**config.mk**
```make
export PLATFORM = sky130hd
export DESIGN_NAME = cdb_arbiter
export DESIGN_NICKNAME = d
export VERILOG_FILES = /design/src/rtl/cdb_arbiter.sv
export SDC_FILE = /design/constraint.sdc
export NUM_CORES = 1
export LEC_CHECK = 0
export ABC_AREA = 0
export BUFFER_PORTS_ARGS = -buffer_cell sky130_fd_sc_hd__buf_2
export CAP_MARGIN = 20
export CORE_AREA = 2 2 186 188
export CTS_CLUSTER_SIZE = 14
export DETAILED_ROUTE_END_ITERATION = 12
export DIE_AREA = 0 0 188 190
export MAX_ROUTING_LAYER = met4
export PLACE_DENSITY = 0.7
export SLEW_MARGIN = 20
export SYNTH_ARGS = -nofsm -noshare
export SYNTH_HDL_FRONTEND = slang
export SYNTH_SLANG_ARGS = --single-unit
```
**constraint.sdc**
```tcl
create_clock -name clock -period 6.2 [get_ports clock]
set_input_delay 0.31 -clock clock [delete_from_list [all_inputs] [get_ports clock]]
set_output_delay 0.31 -clock clock [all_outputs]
set_load 0.01 [all_outputs]
```
**src/rtl/cdb_arbiter.sv**
```systemverilog
// Rotating-priority arbiter sharing NUM_PORTS CDB/ROB completion ports among
// NUM_REQ FU result requesters, with a one-cycle registered completion stage.
module cdb_arbiter #(
  parameter int NUM_REQ   = 4,
  parameter int NUM_PORTS = 2,
  parameter int ROBN_W    = 5,
  parameter int PRN_W     = 6,
  parameter int XLEN      = 32,
  localparam int PTR_W    = (NUM_REQ > 1) ? $clog2(NUM_REQ) : 1
) (
  input  logic                        clock,
  input  logic                        reset,
  input  logic                        squash,
  input  logic [NUM_REQ-1:0]          req_valid,
  input  logic [NUM_REQ*ROBN_W-1:0]   req_robn,
  input  logic [NUM_REQ*PRN_W-1:0]    req_prn,
  input  logic [NUM_REQ*XLEN-1:0]     req_data,
  input  logic [NUM_REQ-1:0]          req_taken,
  input  logic [NUM_REQ*XLEN-1:0]     req_target,
  output logic [NUM_REQ-1:0]          req_ready,
  output logic [NUM_PORTS-1:0]        cdb_valid,
  output logic [NUM_PORTS*ROBN_W-1:0] cdb_robn,
  output logic [NUM_PORTS*PRN_W-1:0]  cdb_prn,
  output logic [NUM_PORTS*XLEN-1:0]   cdb_data,
  output logic [NUM_PORTS-1:0]        cdb_taken,
  output logic [NUM_PORTS*XLEN-1:0]   cdb_target,
  output logic [PTR_W-1:0]            prio_ptr
);

  logic [PTR_W-1:0]            r_ptr;
  logic [NUM_PORTS-1:0]        r_cdb_valid;
  logic [NUM_PORTS*ROBN_W-1:0] r_cdb_robn;
  logic [NUM_PORTS*PRN_W-1:0]  r_cdb_prn;
  logic [NUM_PORTS*XLEN-1:0]   r_cdb_data;
  logic [NUM_PORTS-1:0]        r_cdb_taken;
  logic [NUM_PORTS*XLEN-1:0]   r_cdb_target;

  logic [NUM_REQ-1:0]          w_grant;
  logic [PTR_W-1:0]            w_last;
  logic [PTR_W:0]              w_sum;
  logic [PTR_W-1:0]            w_idx;
  int unsigned                 w_rank;
  logic                        w_hs;
  logic [NUM_PORTS-1:0]        w_nxt_valid;
  logic [NUM_PORTS*ROBN_W-1:0] w_nxt_robn;
  logic [NUM_PORTS*PRN_W-1:0]  w_nxt_prn;
  logic [NUM_PORTS*XLEN-1:0]   w_nxt_data;
  logic [NUM_PORTS-1:0]        w_nxt_taken;
  logic [NUM_PORTS*XLEN-1:0]   w_nxt_target;

  // Walk the ring once from r_ptr; the k-th valid requester found owns port k.
  // Squash suppresses every grant, so unused/squashed ports load zeros.
  always_comb begin
    w_grant      = '0;
    w_last       = r_ptr;
    w_sum        = '0;
    w_idx        = '0;
    w_rank       = 0;
    w_nxt_valid  = '0;
    w_nxt_robn   = '0;
    w_nxt_prn    = '0;
    w_nxt_data   = '0;
    w_nxt_taken  = '0;
    w_nxt_target = '0;
    for (int unsigned j = 0; j < NUM_REQ; j++) begin
      w_sum = {1'b0, r_ptr} + (PTR_W+1)'(j);
      if (w_sum >= (PTR_W+1)'(NUM_REQ))
        w_sum = w_sum - (PTR_W+1)'(NUM_REQ);
      w_idx = w_sum[PTR_W-1:0];
      if (req_valid[w_idx] && !squash && (w_rank < NUM_PORTS)) begin
        w_grant[w_idx] = 1'b1;
        w_last         = w_idx;
        for (int unsigned k = 0; k < NUM_PORTS; k++) begin
          if (w_rank == k) begin
            w_nxt_valid[k]                    = 1'b1;
            w_nxt_robn[k*ROBN_W +: ROBN_W]    = req_robn[int'(w_idx)*ROBN_W +: ROBN_W];
            w_nxt_prn[k*PRN_W +: PRN_W]       = req_prn[int'(w_idx)*PRN_W +: PRN_W];
            w_nxt_data[k*XLEN +: XLEN]        = req_data[int'(w_idx)*XLEN +: XLEN];
            w_nxt_taken[k]                    = req_taken[w_idx];
            w_nxt_target[k*XLEN +: XLEN]      = req_target[int'(w_idx)*XLEN +: XLEN];
          end
        end
        w_rank = w_rank + 1;
      end
    end
  end

  assign w_hs      = |w_grant;
  assign req_ready = w_grant & {NUM_REQ{~reset}};

  always_ff @(posedge clock or posedge reset) begin
    if (reset) begin
      r_ptr        <= '0;
      r_cdb_valid  <= '0;
      r_cdb_robn   <= '0;
      r_cdb_prn    <= '0;
      r_cdb_data   <= '0;
      r_cdb_taken  <= '0;
      r_cdb_target <= '0;
    end else begin
      r_cdb_valid  <= w_nxt_valid;
      r_cdb_robn   <= w_nxt_robn;
      r_cdb_prn    <= w_nxt_prn;
      r_cdb_data   <= w_nxt_data;
      r_cdb_taken  <= w_nxt_taken;
      r_cdb_target <= w_nxt_target;
      if (w_hs) begin
        if (w_last == PTR_W'(NUM_REQ - 1))
          r_ptr <= '0;
        else
          r_ptr <= w_last + 1'b1;
      end
    end
  end

  assign cdb_valid  = r_cdb_valid;
  assign cdb_robn   = r_cdb_robn;
  assign cdb_prn    = r_cdb_prn;
  assign cdb_data   = r_cdb_data;
  assign cdb_taken  = r_cdb_taken;
  assign cdb_target = r_cdb_target;
  assign prio_ptr   = r_ptr;

endmodule
```
==> metrics.txt <==
setup_tns 0 ps; leading area contributor after synthesis dfrtp_1; CTS tree done; hold_buf cts 0; HP Class in2async; Starting Density 43.45%; Tcrit/Tclk final 83.77%; # port buffers 470; CP Launch Point prio_ptr[1]; via count 15,830; Leak 7.981 nW; Clock Tree Buf Depth 2; placed cell area 17,160 sq um; final setup violating endpoints 0; post-cts resize count 0; post-DR vias/cell 6.105; Worst EP arrival 4880 ps; status completed; Worst R2R End cdb_data[33]; Die Y 190 um; final wirelength 51.94 mm; Async S/R FF share, synth 100.0%; Slew @ Worst Pin 1107 ps; final core occ 52.48%; ranking of synthesized cells by area dfrtp_1 (26%), mux2i_1 (21%), mux2_2 (12%); CTS Buf Count 17; GRT Total Usage 28.74%; r2r startpoint prio_ptr[1]; Worst VDD drop 0.6238 mV; fraction of layout instances using a drive strength above 1 32.55%; RSZ-0062 raised after global routing no; row count 68; Area growth syn-to-layout 20.78%; Max Slew Vio Count 0; first-pass GRT wire length 79.79 mm; Die Width 188 um; IO Count 471; Final Hold Vio Count 0; clk_skew 7.663 ps; Slew headroom 26.21%; Starting DRT DRC Count 1,139; initial antenna violation count 9; Synth Net Count 2,108; CP endpoint kind output pin; Synth Cell Area 14,750 sq um; hpwl dp 34.58 mm; most frequent cells after synthesis mux2i_1 (307), nand2_1 (164), nor2_1 (157); # fillers 3,214; post-synthesis register bit count 156; Seq/Total Area, Yosys 26.47%; Synth warnings 0; Die ar. 35,720 sq um; Worst-Skew Late Latency 430 ps; clk sinks 156; Reg clk slew, reported paths 70 ps; Max FO, Critical Path 97; fmax 192.5 MHz; max_cap viols 0; area of the multi-input gates 10,110 sq um; total global routing overflow 0; Routability Congestion 0.8870; DR pass1 iterations 5; critical path type reg2out; Startpoint Class flip-flop; syn avg cell area 8.240 sq um; Net count, final 2,434; vias in the first global route 15,170; sequential cell area 3911 sq um; Post-CTS Setup Bufs 0; post-synth cell types 45; required time worst endpoint 5890 ps; flop2flop setup slack 1430 ps; crit path time final 5194 ps; share of Yosys cell area claimed by the top area cell type 26.47%; routed len/inst 20.03 um; largest net degree at the start of global routing 183; Synth Flop Type dfrtp_1; Final ANT Viol Nets 0; CTS root buf clkbuf_16; gate count of the mapped netlist 1,790; drt drc 0; number of flops mapped to enable cells by yosys 0; Power per Cell Area 563.1 nW/um^2; core box area 33,950 sq um; final instance area 17,820 sq um; H-tree lvl count 4; most frequent cell after synthesis mux2i_1; FF-to-FF path depth 8
## layer usage
layer | vias to the layer above | GRT usage (%) | wire length (um)
met2 | 783 | 47.29 | 25060
met3 | 124 | 4.612 | 3621
met1 | 7598 | 35.13 | 21680
met4 | 0 | 12.02 | 1587
met5 | - | - | 0
li1 | 7324 | - | -
## worst max-delay path by stage
stage               slack, ps            to
floorplan                1680     async pin
global placement         1610   cdb_robn[8]
detailed placement       1480   cdb_robn[8]
CTS                      1060  req_ready[2]
global route              770  req_ready[1]
finish                   1010  req_ready[2]
## report_power, final
group	switching, mW	total, mW	internal [mW]
Clock	0.489	1.11	0.619
Sequential	0.254	1.67	1.41
Combinational	4.53	7.26	2.72
Total	5.28	10.0	4.76
## cell usage in the layout (no fill, tap or decap), drive strengths merged, types with 76 or more instances in the layout
cell type  synthesis  final
buf               60    489
o22ai             76     76
o21ai            155    155
nand3             79     79
dfrtp            156    156
a21oi            154    154
nor2             157    157
mux2             154    154
mux2i            307    307
nand2            164    164
o211ai           153    153
## registers in the layout, summed over array words and instances, names as in the netlist, named ones only
signal and count:
cdb_data 64, cdb_prn 12, cdb_robn 10, cdb_taken 2, cdb_target 64, cdb_valid 2, prio_ptr 1
## through the flow
stage	worst slack [ps]	hold WS [ps]	cells	power, mW
after CTS	1064	130.2	2583	9.942
after global placement	1612	589.8	2551	8.604
final	1006	44.77	2593	10.03
after detailed placement	1480	599.1	2551	8.816
after global routing	771.7	118.8	2593	10.80
after floorplan	1683	556.6	1790	7.066
## logic make-up (layout without fill, tap and decap cells)
family | count (synthesis) | after routing | share of synthesized area [%]
adder cells (fa/ha/maj) | 8 | 8 | 0.6616
flip-flops | 156 | 156 | 26.47
multiplexers | 464 | 464 | 33.05
other | 0 | 9 | 0
AND/OR/NAND/NOR | 411 | 411 | 11.38
XOR/XNOR | 3 | 3 | 0.2291
AO/OA/AOI/OAI | 559 | 559 | 22.72
buffers and inverters | 189 | 528 | 5.497
## critical path: stages, from the launching register on
cell and delay (ps):
dfrtp_4 1020, inv_1 360, ha_4 420, mux4_2 430
a2111oi_2 440, a41o_4 490, buf_4 630, a222oi_1 230
nor2_1 160, buf_2 150
## final cells by class
type	count	share of cell area, %
Multi-Input combinational cell	1445	56.75
Sequential cell	156	21.95
Timing Repair Buffer	489	14.44
Tap cell	455	3.195
Clock buffer	20	2.563
Clock inverter	12	0.7795
Inverter	7	0.1896
Antenna cell	9	0.1264
Power figures use the tool's default switching activity.
